File: config.mk
export PLATFORM = sky130hd
export DESIGN_NAME = sha3_pad
export DESIGN_NICKNAME = d
export VERILOG_FILES = /design/src/rtl/sha3_pad.sv
export SDC_FILE = /design/constraint.sdc
export NUM_CORES = 2
export LEC_CHECK = 0
export BUFFER_PORTS_ARGS = -buffer_cell sky130_fd_sc_hd__buf_2
export CORE_AREA = 2 2 559 561
export DETAILED_ROUTE_END_ITERATION = 10
export DIE_AREA = 0 0 561 563
export GPL_TIMING_DRIVEN = 0
export SKIP_LAST_GASP = 1
export SLEW_MARGIN = 20
export SYNTH_ARGS = -nofsm -noshare
export SYNTH_HDL_FRONTEND = slang
export SYNTH_SLANG_ARGS = --single-unit
File: constraint.sdc
create_clock -name clk -period 2.6 [get_ports clk]
set_input_delay 0.26 -clock clk [delete_from_list [all_inputs] [get_ports clk]]
set_output_delay 0.26 -clock clk [all_outputs]
set_load 0.02 [all_outputs]
File: src/rtl/sha3_pad.sv
// sha3_pad: packs 32-bit message words into r-bit rate blocks and applies SHA-3 multi-rate padding.
// Define SHA3_PAD_SHAKE_EN to add the xof input selecting the SHAKE domain suffix (0x1F).
module sha3_pad #(
    parameter int d = 112,
    parameter int b = 1600
) (
    input  logic             clk,
    input  logic             reset,
`ifdef SHA3_PAD_SHAKE_EN
    input  logic             xof,
`endif
    input  logic [31:0]      in_data,
    input  logic             in_valid,
    output logic             in_ready,
    input  logic             in_last,
    input  logic [2:0]       in_bytes,
    output logic [b-2*d-1:0] block,
    output logic             block_valid,
    input  logic             block_ready,
    output logic             block_last
);
    localparam int R  = b - 2*d;
    localparam int NW = R / 32;
    localparam int NB = R / 8;
    localparam int WW = (NW > 1) ? $clog2(NW) : 1;
    localparam int PW = $clog2(NB + 1);

    if (R <= 0 || R % 32 != 0) begin : g_rate_check
        $error("sha3_pad: rate b-2*d must be a positive multiple of 32");
    end

    typedef enum logic [1:0] {FILL, PAD, EMIT} state_t;

    state_t        state, state_next;
    logic [R-1:0]  block_next;
    logic [WW-1:0] wcnt;
    logic [PW-1:0] pad_pos;
    logic          pad_pending;
    logic [2:0]    in_len;
    logic          accept, handoff, slot_end, fills_block;
    logic [7:0]    suffix;

    assign in_ready    = (state == FILL) && !reset;
    assign block_valid = (state == EMIT);
    assign accept      = in_valid && in_ready;
    assign handoff     = block_valid && block_ready;
    assign in_len      = (in_bytes > 3'd4) ? 3'd4 : in_bytes;
    assign slot_end    = (wcnt == WW'(NW - 1));
    // A last word that completes the block is emitted as data first; padding follows in its own block.
    assign fills_block = slot_end && (!in_last || in_len == 3'd4);

    always_comb begin
        state_next = state;
        case (state)
            FILL: begin
                if (accept) begin
                    if (fills_block)  state_next = EMIT;
                    else if (in_last) state_next = PAD;
                end
            end
            PAD:     state_next = EMIT;
            EMIT: begin
                if (handoff) state_next = pad_pending ? PAD : FILL;
            end
            default: state_next = FILL;
        endcase
    end

    always_comb begin
        block_next = block;
        case (state)
            FILL: begin
                if (accept) begin
                    for (int unsigned k = 0; k < NB; k++) begin
                        if (k / 4 == 32'(wcnt) && (!in_last || k % 4 < 32'(in_len)))
                            block_next[R-1-8*k -: 8] = in_data[31-8*(k%4) -: 8];
                    end
                end
            end
            PAD: begin
                for (int unsigned k = 0; k < NB; k++) begin
                    if (k == 32'(pad_pos))
                        block_next[R-1-8*k -: 8] = block[R-1-8*k -: 8] ^ suffix;
                end
                block_next[7:0] = block_next[7:0] ^ 8'h80;
            end
            EMIT: begin
                if (handoff) block_next = '0;
            end
            default: ;
        endcase
    end

    always_ff @(posedge clk) begin
        if (reset) begin
            state       <= FILL;
            block       <= '0;
            wcnt        <= '0;
            pad_pos     <= '0;
            pad_pending <= 1'b0;
            block_last  <= 1'b0;
        end else begin
            state <= state_next;
            block <= block_next;
            if (handoff)
                wcnt <= '0;
            else if (accept && !slot_end)
                wcnt <= wcnt + 1'b1;
            if (accept && in_last) begin
                pad_pos     <= fills_block ? '0 : PW'({wcnt, 2'b00}) + PW'(in_len);
                pad_pending <= fills_block;
            end else if (handoff) begin
                pad_pending <= 1'b0;
            end
            if (state == PAD)
                block_last <= 1'b1;
            else if (handoff)
                block_last <= 1'b0;
        end
    end

`ifdef SHA3_PAD_SHAKE_EN
    logic msg_start;

    always_ff @(posedge clk) begin
        if (reset) begin
            msg_start <= 1'b1;
            suffix    <= 8'h06;
        end else if (accept) begin
            msg_start <= in_last;
            if (msg_start) suffix <= xof ? 8'h1F : 8'h06;
        end
    end
`else
    assign suffix = 8'h06;
`endif

endmodule
# Word-level counts from Yosys, hierarchy flattened

Cells that the tools add are included.

Bits of input ports: 40
Word-level logic and storage cells: 1,994
Bits in registers: 1,394
Output and inout port bits: 1,379

Muxes and demuxes: 359
Equal/unequal tests: 564
Add/subtract/negate cells: 2
$lt $le $gt $ge: 5
Bitwise logic cells: 174
Reductions and logical operators: 540

Operator list:

| kind                 | count |
|---|---|
| $pmux W1376 S3       | 1 |
| $mux W1376           | 2 |
| $reduce_and A5 Y1    | 344 |
| $mux W8              | 174 |
| $mux W3              | 173 |
| $eq A7 B8 Y1 const A | 64 |
| $eq A8 B8 Y1 const A | 44 |
| $ne A2 B1 Y1 const B | 173 |
| $ne A2 B2 Y1 const B | 173 |
| $not A2 Y2           | 172 |
| $eq A6 B8 Y1 const A | 32 |
| $logic_and A1 B1 Y1  | 178 |
| $eq A5 B8 Y1 const A | 16 |
| $eq A5 B6 Y1 const A | 16 |
| $eq A6 B6 Y1 const A | 11 |
| $eq A4 B8 Y1 const A | 8 |
| $eq A4 B6 Y1 const A | 8 |
| $eq A3 B8 Y1 const A | 4 |
| $eq A3 B6 Y1 const A | 4 |
| $eq A2 B8 Y1 const A | 2 |
| $eq A2 B6 Y1 const A | 2 |
| $add A8 B3 Y8        | 1 |
| $eq A1 B8 Y1 const A | 1 |
| $logic_not A8 Y1     | 1 |
| 23 further kinds     | 40 |

# Longest topological paths before layout

Depth after elaboration: 8
Gate-level depth with buffers: 11
Depth with buffers taken out: 7

# Worst setup path before layout

No wires, ideal clock.

Kind: flip-flop to flip-flop
Start: reg state[0]
End: reg block[481]
Required time: 2.472 ns
Period minus slack after synthesis: 2.445 ns
Library setup time: 0.128 ns
Data arrival time: 2.317 ns
Slack: 0.155 ns
Cell stages (with the launch flop): 10
Buffers on the path: 2
Path through: dfxtp_1 > inv_1 > ha_1 > nor2b_1 > a211oi_1 > clkbuf_1 > buf_2 > nand3_1 > mux2i_1 > nor2_1

Elaborated cells on any way between the ends: 13
Those cells by class: 6 x eq/ne; 1 x mux; 6 x reduce/logical

RTL lines:

| element                            | line | source |
|---|---|---|
| start: declaration                 | 34   | `state_t state, state_next;` |
| start signal: assignment           | 103  | `state <= state_next;` |
| $eq A2 B2 Y1 *                     | 44   | `assign block_valid = (state == EMIT);` |
| net block_valid                    | 18   | `output logic block_valid,` |
| $logic_and A1 B1 Y1                | 46   | `assign handoff = block_valid && block_ready;` |
| $ne A2 B1 Y1 (no source line)      | --   |  |
| $reduce_and A5 Y1 (no source line) | --   |  |
| end signal: assignment             | 104  | `block <= block_next;` |
| end: declaration                   | 17   | `output logic [b-2*d-1:0] block,` |

Mark *: on every way through the listed nets, which the timed path passes. The rest lies on a longest branch.
A chain may end at the register's enable or synchronous reset.

# Worst setup path in the final report

Start: reg wcnt[2]
End: reg block[379]

Longest elaborated chain between the ends: 4

Ends and longest elaborated chain:

| element                            | line | source |
|---|---|---|
| start: declaration                 | 36   | `logic [WW-1:0] wcnt;` |
| start signal: assignment           | 108  | `wcnt <= wcnt + 1'b1;` |
| $eq A5 B6 Y1                       | 75   | `if (k / 4 == 32'(wcnt) && (!in_last \|\| k % 4 < 32'(in_len)))` |
| $logic_and A1 B1 Y1                | 75   |  |
| $ne A2 B1 Y1 (no source line)      | --   |  |
| $reduce_and A5 Y1 (no source line) | --   |  |

No other way between the ends.

==> out/metrics.csv <==
stage;metric;value;unit
run_status;outcome;finished with violations;
run_status;violations;negative setup slack;
pwr;vdd_drop_max;0.602;mV
clock_tree;cts_tree;done;
sta;fin_crit_sh;1.00;
critical_path;critPathLaunchType;flip-flop;
global_route;grt_pass1_wl;499;mm
placement;dp_hpwl;315;mm
logic_synthesis;syn_avg_cell_area;9.29;µm²
layout;instances_no_fill;12100;
critical_path;critPathCaptureType;flip-flop;
detailed_routing;post_drt_wl_per_cell;32.1;µm
pwr;finalPower;101;mW
critical_path;arrival;3.28;ns
logic_synthesis;ys_seq_elements;1394;
sta;rsz0062_at_grt;yes;
clock_tree;path_clk_slew;0.07;ns
layout;syn2layout_area_growth;41.9;%
global_route;grt-ovfl-total;0;
critical_path;cp_max_fo;13;
sta;slew_headroom;0.192;
logic_synthesis;syn-instance-count;6079;
pwr;p_seq_frac;0.263;
layout;multi_input_area;29100;µm²
logic_synthesis;async_flop_share;0;
sta;finalClockSkew;0.0853;ns
critical_path;path_delay_family;simple AND/OR/NAND/NOR gates;
floorplan;die_y;563;µm
clock_tree;cts-root-buf;clkbuf_16;
global_route;grt_start_max_net_pins;17;
floorplan;floorplan.initialDensity;0.182;
run;maxCapViolations;0;
critical_path;worst_path_largest_cell_delay;0.54;ns
logic_synthesis;ys_seq_area_frac;0.494;
detailed_routing;ant_nets;0;
detailed_routing;drtIter0Drc;6005;
logic_synthesis;synth_edf_count;0;
clock_tree;numCtsBuffers;168;
pwr;p_switching;47.8;mW
critical_path;crit_path_cell_trace;buf_2 -> nand2_2 -> buf_2 -> o31ai_2 -> nand2_4 -> nand3b_1 -> o21ai_0;
pwr;p_comb_frac;0.488;
min_path;hold_path_class;in -> reg;
logic_synthesis;syn_area;56500;µm²
layout;nets;7857;
detailed_routing;via_count;56400;
sta;finalHoldViolations;0;
placement;place_inst;11700;
pwr;p_leak;38.6;nW
pwr;clockPowerShare;0.249;
sta;final-max-slew-violation-count;0;
clock_tree;clock_latency;0.85;ns
detailed_routing;vias_per_cell;4.66;
layout;seq_area;27900;µm²
floorplan;die_width;561;µm
floorplan;std_cell_rows;205;
floorplan;coreArea;310000;µm²
critical_path;path_buf_inv;2;
sta;max_freq;383;MHz
pwr;internal_power;53.3;mW
sta;setup-violations-final;3;
logic_synthesis;synth.lib_cells_used.distinct;50;
global_route;grt_antenna_before_repair;70;
layout;drive_gt1_frac;0.322;
floorplan;die-area;316000;µm²
detailed_routing;drtPass1Iterations;6;
floorplan;io_pins;1419;
placement;io_buffers;1417;
sta;worst_slack;-0.0105;ns
critical_path;crit_type;reg -> reg;
sta;worstMarginPinSlew;1.21;ns
layout;n_fill_cell;33500;
global_route;grt_pass1_vias;51500;
placement;gp_congestion;0.960;
critical_path;cpMostUsedCell;buf_2;
pwr;p_per_area;1260;nW/µm²
critical_path;crit_slowest_cell;o31ai_2;
clock_tree;clock-sinks;1394;
global_route;track_usage;0.234;
pwr;swShare;0.473;
sta;period_needed;2.61;ns
detailed_routing;drc;0;
logic_synthesis;ys.flop_type;dfxtp_1;
clock_tree;clockBufferDepth;4;
logic_synthesis;synth_nets;6130;
critical_path;crit_required;3.27;ns
logic_synthesis;yosys_warnings;0;
detailed_routing;drt_wl_total;389;mm
clock_tree;htree_levels;4;
==> routing by layer <==
| layer | routed length [µm] | GRT usage | vias up |
|---|---|---|---|
| met2 | 162000 | 0.349 | 3183 |
| met5 | 103 | 0 | - |
| met4 | 23100 | 0.117 | 16 |
| met1 | 162000 | 0.296 | 27800 |
| met3 | 41800 | 0.0836 | 692 |
| li1 | - | - | 24700 |
==> sequential cells by signal, summed over array words and instances (netlist names) <==
signal,flops
pad_pending,1
state,2
wcnt,6
pad_pos,8
block_last,1
block,1376
==> layout by cell type (no fill, tap or decap), drive strengths merged, types with 87 or more instances in the layout <==
cell type	netlist	layout
nor2	530	530
nand2b	521	521
a31oi	96	96
dfxtp	1394	1394
nand3b	274	274
buf	61	1633
clkbuf	483	650
o31ai	87	87
nand2	335	335
a21oi	161	161
o21ai	770	770
mux2i	915	915
nand3	228	228
==> path summary, 6_finish.rpt <==
path | start | endpoint | slack [ns] | cells past startpoint
max | wcnt[2] | block[379] | -0.01 | 7
min reg2reg | block[163] | block[163] | 0.45 | 2
min | in_data[20] | block[468] | 0.02 | 3
max reg2reg | wcnt[2] | block[379] | -0.01 | 7
==> synth_stat cells (3+ instances only) <==
cell,number,area share
or4b_1,4,0.00071
nand4b_1,5,0.00078
nor2b_1,9,0.0010
nand4bb_1,11,0.0022
o31ai_1,86,0.011
or3b_2,22,0.0034
or4b_2,4,0.00071
nor3_1,50,0.0044
buf_4,3,0.00040
and2_1,8,0.00089
mux2i_1,915,0.16
o21ai_1,11,0.00097
nand4_1,48,0.0053
nor2_1,530,0.035
or3b_1,8,0.0012
a31oi_1,96,0.011
dfxtp_1,1394,0.49
ha_1,11,0.0024
inv_1,6,0.00040
clkbuf_1,483,0.032
xor2_1,3,0.00047
nand2_1,316,0.021
nand2_2,19,0.0021
a22oi_1,6,0.00080
buf_1,22,0.0015
a211oi_1,3,0.00040
o21ai_0,759,0.067
buf_2,36,0.0032
a21oi_1,161,0.014
xnor2_1,5,0.00078
nor3b_1,3,0.00040
nand3_1,228,0.020
nand2b_1,520,0.058
nand3b_1,274,0.036
==> cell type report <==
type,count,area share
timing repair buffer,1601,0.113
tap,4140,0.0646
inverter,6,0.000328
multi-input combinational,4135,0.363
clock buffer,213,0.0582
clock inverter,86,0.0140
sequential,1394,0.348
antenna,33,0.00103
buffer,500,0.0374
==> logic make-up (layout without fill, tap and decap cells) <==
logic type	Yosys count	after routing	synth area share
AND/OR/NAND/NOR	2067	2067	0.195
flip-flops	1394	1394	0.494
AO/OA/AOI/OAI	1134	1134	0.108
multiplexers	915	915	0.162
buffers and inverters	550	2406	0.0375
adder cells (fa/ha/maj)	11	11	0.00244
XOR/XNOR	8	8	0.00124
other	0	33	0
==> through the flow <==
stage	instance area, µm²	hold slack, ns	setup TNS, ns	setup WS, ns	util
floorplan	56500	0.390	0	0.155	-
global placement	68800	0.442	-3157.80	-3.93	0.222
detailed placement	69600	0.444	-1831.34	-1.93	0.224
CTS	79100	0.0158	-0.628	-0.0637	0.255
global route	80100	0.0510	-1.34	-0.0723	0.258
finish	80200	0.0182	-0.0218	-0.0105	0.258
==> power by group through the flow <==
| stage | clock network (mW) | registers [mW] | logic, mW |
|---|---|---|---|
| after floorplan | 0 | 30.5 | 16.4 |
| after global placement | 0 | 26.8 | 41.2 |
| after detailed placement | 0 | 26.9 | 42.3 |
| after CTS | 25.5 | 26.5 | 47.4 |
| after global routing | 26.3 | 26.9 | 51.1 |
| final | 25.2 | 26.5 | 49.4 |
==> worst reg2reg max path, cell delays in order, from the launching register on <==
cell and delay, ns:
dfxtp_1 0.31, buf_2 0.25, nand2_2 0.31, buf_2 0.39, o31ai_2 0.54, nand2_4 0.31
nand3b_1 0.24, o21ai_0 0.09
==> timing repair <==
item,4_1_cts,5_1_grt
gates cloned,1,1
gates resized for setup,807,205
endpoints found under the setup margin,1393,1210
pin swaps,63,23
hold endpoints to repair,73,0
hold buffers,30,0
setup buffers,95,26
(Power assumes the default switching activity.)
